$ cat src/rtl/pwm_sine_sequencer.sv
// Frame-level PWM sine sequencer: owns the frame counter and a phase accumulator walking a
// sine duty table; duty changes only on frame boundaries and a stop always drains the frame.
module pwm_sine_sequencer #(
    parameter int PERIOD     = 1000,
    parameter int LUT_DEPTH  = 64,
    parameter int WIDTH_BITS = 10,
    parameter int PHASE_BITS = 16
) (
    input  logic                         clk,
    input  logic                         rst,
    input  logic                         enable,
    input  logic                         step_load,
    input  logic [PHASE_BITS-1:0]        step_in,
    output logic                         pwm_out,
    output logic [WIDTH_BITS-1:0]        duty,
    output logic                         frame_tick,
    output logic [$clog2(LUT_DEPTH)-1:0] sample_idx,
    output logic                         running
);
    localparam int IDX_BITS = $clog2(LUT_DEPTH);

    typedef enum logic [1:0] {IDLE, RUN, DRAIN} state_t;

    state_t                state, state_nxt;
    logic [WIDTH_BITS-1:0] frame_cnt, frame_cnt_nxt;
    logic [PHASE_BITS-1:0] phase_acc, phase_nxt, phase_sum;
    logic [PHASE_BITS-1:0] step_active, step_active_nxt;
    logic [PHASE_BITS-1:0] step_pending, step_pending_nxt;
    logic [PHASE_BITS-1:0] step_sel;
    logic                  pend_valid, pend_valid_nxt;
    logic [WIDTH_BITS-1:0] duty_nxt;
    logic                  boundary;
    logic [WIDTH_BITS-1:0] lut [LUT_DEPTH];

    function automatic logic [WIDTH_BITS-1:0] lut_val(input int k);
        real half;
        real ang;
        real v;
        half = real'(PERIOD) / 2.0;
        ang  = 2.0 * 3.14159265358979323846 * real'(k) / real'(LUT_DEPTH);
        v    = $floor(half + (half - 1.0) * $sin(ang));
        return WIDTH_BITS'($rtoi(v));
    endfunction

    for (genvar k = 0; k < LUT_DEPTH; k++) begin : g_lut
        assign lut[k] = lut_val(k);
    end

    assign boundary   = (frame_cnt == WIDTH_BITS'(PERIOD - 1));
    assign running    = (state != IDLE);
    assign frame_tick = running && boundary;
    assign sample_idx = phase_acc[PHASE_BITS-1 -: IDX_BITS];

    // A strobe coinciding with the boundary wins over any pending value.
    assign step_sel  = step_load ? step_in : (pend_valid ? step_pending : step_active);
    assign phase_sum = phase_acc + step_sel;

    always_comb begin
        state_nxt        = state;
        frame_cnt_nxt    = frame_cnt;
        phase_nxt        = phase_acc;
        step_active_nxt  = step_active;
        step_pending_nxt = step_pending;
        pend_valid_nxt   = pend_valid;
        duty_nxt         = duty;

        if (step_load) begin
            step_pending_nxt = step_in;
            pend_valid_nxt   = 1'b1;
        end

        case (state)
            IDLE: begin
                frame_cnt_nxt = '0;
                if (enable) begin
                    state_nxt = RUN;
                    phase_nxt = '0;
                    duty_nxt  = lut[0];
                end
            end
            RUN, DRAIN: begin
                frame_cnt_nxt = boundary ? '0 : frame_cnt + WIDTH_BITS'(1);
                if (state == RUN && !enable) begin
                    state_nxt = DRAIN;
                end
                if (state == DRAIN && boundary) begin
                    state_nxt = IDLE;
                end
                if (state == RUN && boundary) begin
                    phase_nxt        = phase_sum;
                    step_active_nxt  = step_sel;
                    step_pending_nxt = step_pending;
                    pend_valid_nxt   = 1'b0;
                    duty_nxt         = lut[phase_sum[PHASE_BITS-1 -: IDX_BITS]];
                end
            end
            default: state_nxt = IDLE;
        endcase
    end

    always_ff @(posedge clk or posedge rst) begin
        if (rst) begin
            state        <= IDLE;
            frame_cnt    <= '0;
            phase_acc    <= '0;
            step_active  <= '0;
            step_pending <= '0;
            pend_valid   <= 1'b0;
            duty         <= '0;
            pwm_out      <= 1'b0;
        end else begin
            state        <= state_nxt;
            frame_cnt    <= frame_cnt_nxt;
            phase_acc    <= phase_nxt;
            step_active  <= step_active_nxt;
            step_pending <= step_pending_nxt;
            pend_valid   <= pend_valid_nxt;
            duty         <= duty_nxt;
            pwm_out      <= (state != IDLE) && (frame_cnt < duty);
        end
    end
endmodule

$ cat config.mk
export PLATFORM = sky130hd
export DESIGN_NAME = pwm_sine_sequencer
export DESIGN_NICKNAME = d
export VERILOG_FILES = /design/src/rtl/pwm_sine_sequencer.sv
export SDC_FILE = /design/constraint.sdc
export NUM_CORES = 1
export LEC_CHECK = 0
export CAP_MARGIN = 20
export CORE_ASPECT_RATIO = 1.75
export CORE_MARGIN = 3
export CORE_UTILIZATION = 55
export CTS_CLUSTER_SIZE = 14
export DETAILED_ROUTE_END_ITERATION = 6
export PLACE_DENSITY = 0.82
export SLEW_MARGIN = 40
export SYNTH_ARGS = -nofsm -noshare
export SYNTH_HDL_FRONTEND = slang
export SYNTH_SLANG_ARGS = --single-unit
export TNS_END_PERCENT = 1
$ cat constraint.sdc
create_clock -name clk -period 11.17 [get_ports clk]
set_input_delay 1.6755 -clock clk [delete_from_list [all_inputs] [get_ports clk]]
set_output_delay 1.6755 -clock clk [all_outputs]
set_load 0.03 [all_outputs]
Word-level counts from Yosys, hierarchy flattened
Memories as Yosys holds them, arrays and structs flattened.
Index checks and enable logic that the tools add are counted.
{ "totals": {"register_bits": 72, "in_bits": 20, "n_memories": 1, "wordCells": 56, "rom_bits": 640, "out_inout_bits": 19} }
{ "memory_table": {"columns": ["memory", "depth", "width", "rd", "rd_ports_with_merged_regs", "wr", "line", "source"], "rows": [
  ["(name not given)", 64, 10, 1, 0, 0, "94", "duty_nxt = lut[phase_sum[PHASE_BITS-1 -: IDX_BITS]];"]
]} }
{ "op_classes": {"mux": 22, "eq_ne": 7, "order_cmp": 2, "bitwise_logic": 1, "n_reduce_logical": 13, "add_sub_neg": 2} }
{ "ops": {"columns": ["op", "n"], "rows": [
  ["2-to-1 mux 16 bit", 7],
  ["2-to-1 mux 10 bit", 5],
  ["case mux 10 bit (2 select lines)", 2],
  ["case mux 16 bit (2 select lines)", 1],
  ["adder 16 bit", 1],
  ["adder 10 x 1 -> 10 bit (second input constant)", 1],
  ["== test 10 bit (second input constant)", 1],
  ["less-than comparator 10 bit", 1],
  [">= comparator 7 bit (second input constant)", 1],
  ["inverter 6 -> 7 bit", 1],
  ["2-to-1 mux 2 bit", 3],
  ["inequality test 2 bit (second input constant)", 3],
  ["logical AND 1 bit", 5],
  ["case mux 2 bit (2 select lines)", 1],
  ["AND reduction 2 bit", 2],
  ["nonzero test 2 bit", 2],
  ["2-to-1 mux 1 bit", 3],
  ["inequality test 3 bit (second input constant)", 1],
  ["AND reduction 3 bit", 1],
  ["== test 2 x 1 -> 1 bit (second input constant)", 1],
  ["== test 2 bit (second input constant)", 1],
  ["zero test 2 bit", 1],
  ["OR reduction 2 bit", 1],
  ["zero test 1 bit", 1]
]} }

Depth between registers and ports, before layout
{ "depth": {"depth_word": 9, "depth_mapped": 18, "depth_no_buf": 16} }

Worst setup path before layout
Ideal clock, no wire load.
{ "synth_path": {"kind": "input -> register", "startpoint": "input step_load", "endpoint": "register duty[0]", "stages": 17, "n_path_buf": 4, "setup_time_ps": 81, "arrival_ps": 5708, "slack_ps": 5382, "required_time_ps": 11089, "path_cell_list": "clkbuf_1 clkbuf_1 o21ai_0 ha_1 fa_1 a211oi_2 nor2_1 o2111a_1 or3_1 and2_1 clkbuf_1 ha_1 clkbuf_1 nor2_1 mux2_4 a2111o_1 o211ai_2"} }
{ "synth_via": {"elab_chain_cells": 8} }
{ "synth_lines": {"columns": ["item", "line", "source"], "rows": [
  ["start: declaration", "12", "input logic step_load,"],
  ["2-to-1 mux 16 bit", "55", "assign step_sel = step_load ? step_in : (pend_valid ? step_pending : step_active);"],
  ["net step_sel[0]", "29", "logic [PHASE_BITS-1:0] step_sel;"],
  ["adder 16 bit", "56", "assign phase_sum = phase_acc + step_sel;"],
  ["inverter 6 -> 7 bit (not written as such)", "94", null],
  ["memory (64 x 10 bit)", null, null],
  ["2-to-1 mux 10 bit (not written as such) (2 in series)", "94", null],
  ["2-to-1 mux 10 bit", "89", "if (state == RUN && boundary) begin"],
  ["case mux 10 bit (2 select lines)", "72", "case (state)"],
  ["end signal: assignment", "118", "duty <= duty_nxt;"],
  ["end: declaration", "15", "output logic [WIDTH_BITS-1:0] duty,"]
]} }
The timed path passes the listed nets, and every way through them passes these cells. The select of a mux whose other input is x is not followed.
A chain may end at the register's enable or synchronous reset.

Worst setup path after layout
{ "layout_path": {"startpoint": "input step_load", "endpoint": "register duty[5]"} }
Same word-level chain as after synthesis.

==> results.yml <==
status:
  result_of_the_run: "finished, final reports clean"
detailed_routing:
  postRouteAntennaNets: 0
  drtPass1Iterations: 5
  drt_total_wl_um: 14300
  routedWlPerCell_um: 19.9
  detail_route.iter0.violations: 340
  drc: 0
  vias: 4634
  vias_per_cell: 6.45
floorplan:
  die_y_um: 136
  core_mm2: 0.00921
  rows: 46
  design.portCount: 39
  dieArea_mm2: 0.0109
  initial_utilization_pct: 57.6
  die_width_um: 80.2
synth:
  mappedNetlistNets: 636
  synthesis.instances: 578
  synth_flop_cell: "sky130_fd_sc_hd__dfrtp_1"
  syn-cell-area_mm2: 0.00530
  synthesis.area_per_instance_um2: 9.17
  yosys_warnings: 0
  asyncSetResetFlopFracSynth_pct: 100
  yosys.cell_types.count: 82
  synth.yosys.seq_area_share_pct: 34.0
  synth_enable_flop_cells: 0
  yosys_register_bits: 72
clock_network:
  cts.root.buffer_cell: "sky130_fd_sc_hd__clkbuf_16"
  cts-resized-gates: 0
  cts_inserted_buffers: 9
  max-clock-path-buffers: 2
  holdBufCountCts: 0
  clock_sink_total: 72
  path_clk_slew_ns: 0.06
  worstSkewPairLatency_ns: 0.34
  post-cts-setup-buffers: 0
  clock_tree.htree_level_count: 3
  cts_tree: "yes"
layout:
  layout_common_cells: "sky130_fd_sc_hd__dfrtp_1, sky130_fd_sc_hd__nand2_1, sky130_fd_sc_hd__o21ai_0, sky130_fd_sc_hd__nor2_1, sky130_fd_sc_hd__clkdlybuf4s50_1"
  final_net_count: 652
  final_util_pct: 65.0
  synthToLayoutAreaGrowth_pct: 12.9
  drive_gt1_share_pct: 13.4
  insertedDiodeCount: 0
  layout.cells.most_common: "sky130_fd_sc_hd__dfrtp_1"
timing:
  timing.slew.headroom_pct: 46.6
  grt_setup_unrepaired: "no"
  timing_max_transition_violations_final: 0
  setup_viol: 0
  final.setup_skew_ns: 0.00593
  worst-slew-pin-transition_ns: 0.792
  min_period_over_period_pct: 54.6
  max_freq_mhz: 164
  final_period_minus_worst_setup_slack_ns: 6.10
  final-hold-violation-count: 0
  setup-tns-final_ns: 0
job:
  drv_cap: 0
pwr:
  share_of_total_power_in_combinational_logic_pct: 35.2
  static_leakage_nw: 2.77
  highest_ir_drop_seen_on_vdd_v: 0.000104
  switchingPower_mw: 0.312
  clock_power_share_pct: 32.5
  power.internal_mw: 0.559
  switching_share_pct: 35.8
  seqPwrFrac_pct: 32.2
  power_per_cell_area_mw_per_mm2: 146
worst_setup_path:
  cp_max_fo: 36
  timing.critical_path.arrival_ns: 6.27
  critical_path_cell_with_the_highest_stage_delay: "sky130_fd_sc_hd__o311ai_0"
  delay_of_the_slowest_cell_on_the_worst_path_ns: 0.72
  worstSetupEndpointType: "register"
  cp_num_buf_inv: 2
  start_kind: "primary input"
  path_type_of_the_worst_setup_path: "primary input to register"
  critical_path_cell_by_cell: "clkdlybuf4s50_1 -> buf_4 -> o21ai_0 -> ha_1 -> fa_1 -> a211oi_2 -> nor2_1 -> o2111a_1 -> or3_1 -> and2_1 -> ha_1 -> nor2_1 -> o311ai_0 -> a211oi_1"
  cpLargestDelayFamily: "compound AO/OA/AOI/OAI gates"
  cp.required_ns: 11.34
global_route:
  antenna_violations_before_repair: 0
  first_global_vias: 4687
  maximum_number_of_pins_on_one_net_before_global_route_repair: 73
  global_route_usage_over_all_layers_pct: 28.0
  gr-total-overflow: 0
  grt_pass1_wl_um: 23700
min_path:
  worstHoldPathType: "register to register"
place:
  finalWeightedCongestion: 1.00
  hpwl_um: 10100
  io_buffers: 38
-- final cells by class --
class	count	area (µm²)
Sequential cell	72	1800
Inverter	20	75.1
Clock inverter	5	57.6
Multi-Input combinational cell	445	3220
Clock buffer	11	233
Tap cell	120	150
Fill cell	745	3220
Timing Repair Buffer	46	444
-- registers in the layout (all words and copies together) (netlist names) --
signal	count
duty	10
pwm_out	1
state	2
phase_acc	16
step_pending	16
frame_cnt	10
step_active	16
pend_valid	1
-- per-stage QoR --
| step | setup WS, ns | total power [mW] | area, µm² | hold slack, ns | std cells |
|---|---|---|---|---|---|
| global route | 4.89 | 0.915 | 5980 | 0.515 | 719 |
| floorplan | 5.38 | 0.507 | 5300 | 0.445 | 578 |
| detailed placement | 4.87 | 0.582 | 5690 | 0.478 | 703 |
| finish | 5.07 | 0.871 | 5980 | 0.492 | 719 |
| CTS | 5.22 | 0.868 | 5980 | 0.493 | 719 |
| global placement | 5.00 | 0.579 | 5690 | 0.464 | 703 |
-- routing by layer --
layer  global-route usage, %  up-vias  wire length (µm)
li1                        -     2151                 -
met2                    47.3      181              7270
met4                    16.3        0               824
met3                    5.31       60               722
met5                       0        -                 0
met1                    32.4     2242              5500
-- kinds of logic after synthesis --
family / Yosys count / share of synthesized area, %
flops: 72 / 34.0
fa+ha+maj: 38 / 9.11
compound gates: 165 / 22.9
xor+xnor: 15 / 2.48
simple gates: 174 / 15.3
mux: 53 / 10.9
buf+inv: 61 / 5.26
-- tightest hold or removal path, delay by kind of cell (launching register included) --
kind               cells  cell delay, ns
DFF                    1            0.35
and+or+nand+nor        1            0.05
AOI/OAI and AO/OA      1            0.05
-- power groups by stage --
stage,registers [mW],clock network (mW),logic [mW]
2_1_floorplan,0.290,0,0.217
3_3_place_gp,0.285,0,0.294
3_5_place_dp,0.285,0,0.297
4_1_cts,0.281,0.288,0.300
5_1_grt,0.282,0.301,0.332
6_report,0.281,0.283,0.307
-- cells in the mapped netlist (all sizes together) (3+ instances only) --
master | instances | area [µm²]
a211o | 5 | 43.8
a211oi | 12 | 100
a21o | 11 | 82.6
a21oi | 20 | 104
a221oi | 4 | 52.6
a2bb2oi | 3 | 26.3
a31oi | 6 | 37.5
a32o | 3 | 30.0
and2 | 8 | 53.8
buf | 19 | 121
clkbuf | 22 | 82.6
dfrtp | 72 | 1800
ha | 37 | 463
inv | 19 | 71.3
mux2 | 34 | 387
mux2i | 19 | 190
nand2 | 69 | 262
nand2b | 4 | 25.0
nand3 | 19 | 95.1
nand4 | 3 | 18.8
nor2 | 41 | 154
nor3 | 8 | 45.0
o211a | 3 | 30.0
o211ai | 9 | 72.6
o21a | 6 | 45.0
o21ai | 45 | 225
o311ai | 5 | 43.8
o31ai | 4 | 35.0
o41ai | 3 | 45.1
or2 | 3 | 18.8
or3 | 6 | 37.5
xnor2 | 8 | 70.1
xor2 | 7 | 61.3
-- final timing paths --
path                                           from  cells after the start  slack (ns)                     endpoint
setup / recovery                          step_load                     14        5.07          duty[5]$_DFFE_PP0P_
hold / removal             phase_acc[2]$_DFFE_PP0P_                      2        0.49     phase_acc[2]$_DFFE_PP0P_
setup reg to reg               pend_valid$_DFF_PP0_                     13        6.32          duty[5]$_DFFE_PP0P_
hold reg to reg            phase_acc[2]$_DFFE_PP0P_                      2        0.49     phase_acc[2]$_DFFE_PP0P_
max in group asynchronous                       rst                      3        8.86         pend_valid$_DFF_PP0_
min in group asynchronous                       rst                      3        1.84  step_pending[1]$_DFFE_PP0P_
(Power assumes the default switching activity.)
==> RTL change: new RTL, same flow settings <==
Encoding of `state_t`: now one-hot (3 bits for 3 states).
--- a/src/rtl/pwm_sine_sequencer.sv
+++ b/src/rtl/pwm_sine_sequencer.sv
@@ -19,7 +19,7 @@
 );
     localparam int IDX_BITS = $clog2(LUT_DEPTH);
 
-    typedef enum logic [1:0] {IDLE, RUN, DRAIN} state_t;
+    typedef enum logic [2:0] {IDLE = 3'b001, RUN = 3'b010, DRAIN = 3'b100} state_t;
 
     state_t                state, state_nxt;
     logic [WIDTH_BITS-1:0] frame_cnt, frame_cnt_nxt;
Formal check against the unedited RTL: no difference found for any inputs over 10 cycles, from zero or initial values and one cycle with rst high; not proved beyond that.
==> RTL change against the original RTL <==
- sequential cell count increased by 1
- wire length shrank 4.4%
- final area shrank 0.36%
- synthesized area decreased by 1.6%
- total power shrank 4.1%
- worst setup slack better by 0.49 ns
- register-to-register slack gained 0.17 ns
- core utilization is 0.18 points higher
- critical endpoint is now duty[3]
- sequential share of layout area is 0.55 points higher
- combinational power is 33% lower
==> RTL change: results (changes against the original RTL) <==
[power_and_ir_drop]
power.internal_mw=0.5706  ; +2.1%
p_clk_mw=0.338  ; +19%
p_leak_nw=2.713  ; -1.9%
seq_power_share=0.350  ; +0.028
ir_drop_v=0.0001160  ; +11%

[place]
place_inst=714  ; +1.6%
pre_cts_ws_ns=5.282  ; +0.4108 ns
placed_cell_area_um2=5618  ; -1.3%
dp_hpwl_um=9823  ; -2.6%
gp_congestion=0.9112  ; -9.1%

[layout]
final_cells=730  ; +1.5%
n_antenna_cell=0  ; unchanged
nFillCells=729  ; -2.1%
drive_above_1_share=0.1279  ; -0.005687
top_regs=phase_acc x16, step_active x16, step_pending x16
layout.nets=659  ; +1.1%

[setup_path]
slowest_delay_ns=0.43  ; -0.29 ns
crit_arrival_ns=5.80  ; -0.47 ns
critPathLaunch=step_load
ff2ff_path_depth=16  ; +3
crit_end=duty[3]
critPathMaxFanout=36  ; unchanged
r2r_start=pend_valid
critPathTopFamily=compound AO/OA/AOI/OAI gates
cpMaxStageDelayCell=buf_2
ff2ff_setup_slack_ns=6.49  ; +0.17 ns

[run_status]
status=finished, final reports clean

[min_path]
hold_path_class=reg2reg

[synth]
synth_top_flop_cell=dfrtp_1
syn_nets=640  ; +0.63%
synthArstFlopShare=1.000  ; unchanged
synth_cell_types=67  ; -18%
synth_common_cells=nand2_1, dfrtp_1, o21ai_0
syn_avg_cell_area_um2=8.897  ; -3.0%
ys_seq_area_frac=0.3506  ; +0.01067
netlist_top_cells_area=dfrtp_1, ha_1, mux2_2

[grt]
grt_pass1_vias=4682  ; -0.11%
grt_max_degree=74  ; +1.4%
grtUsageTotal=0.2655  ; -0.01421
grt_pass1_wl_um=22400  ; -5.4%

[clock_network]
cts_max_level=3  ; unchanged
clock_latency_ns=0.34  ; about the same
clkTransAtPathRegs_ns=0.06  ; about the same
cts_root_buf=clkbuf_16
cts_setup_buffers=0  ; unchanged

[routing]
drt_wl_total_um=13690  ; -4.4%
drtIter0Drc=409  ; +20%
routed_via_density=6.355  ; -1.4%

[timing]
fmax_ghz=0.1781  ; +8.7%
slew_headroom=0.5007  ; +0.03512
finalClockSkew_ns=0.009974  ; +0.004040 ns

## RTL change: cell types whose count changed in the layout (fill, tap and decap cells not counted), sizes merged, moves of 8 or more
| cell | unedited run | this run |
|---|---|---|
| a21o | 11 | 3 |
| a21oi | 20 | 43 |
| o21ai | 45 | 67 |
| xnor2 | 8 | 17 |
| a211oi | 12 | 4 |
| nand2 | 69 | 78 |
## RTL change: layout make-up
type	instances	area share
clock buffers	10	0.03840
clock inverters	6	0.01930
inverters	15	0.009442
multi-input cells	460	0.5273
flip-flops and latches	73	0.3068
well taps	120	0.02518
repair buffers	46	0.07365
## RTL change: kinds of logic after synthesis
kind of cell               Yosys count  share of synthesized area
and+or+nand+nor                    180                     0.1615
AOI/OAI and AO/OA                  170                     0.2042
DFF                                 73                     0.3506
buffers and inverters               53                    0.05015
muxes                               51                     0.1070
adders and majority gates           34                    0.08303
xor gates and xnor gates            25                    0.04344
## RTL change: worst min path at each step
stage	from	end	slack (ns)
6_report	phase_acc[9]	phase_acc[9]	0.49
5_1_grt	step_active[3]	step_active[3]	0.52
3_5_place_dp	phase_acc[9]	phase_acc[9]	0.48
4_1_cts	phase_acc[9]	phase_acc[9]	0.49
2_1_floorplan	phase_acc[6]	phase_acc[6]	0.46
3_3_place_gp	phase_acc[5]	phase_acc[5]	0.47
## RTL change: per-layer routing
layer	wire length, um	global-route usage	share of wire	up-vias
li1	-	-	-	2160
met1	4929	0.2783	0.36	2245
met2	7515	0.4874	0.55	181
met3	619	0.04406	0.045	53
met4	624	0.1491	0.046	0
met5	0	0	0	-
## RTL change: stage by stage
stage	util	total power, mW
final	0.6516	0.8351
after global placement	0.6124	0.4946
after CTS	0.6515	0.8358
after global routing	0.6516	0.8684
after floorplan	-	0.4397
after detailed placement	0.6139	0.4996
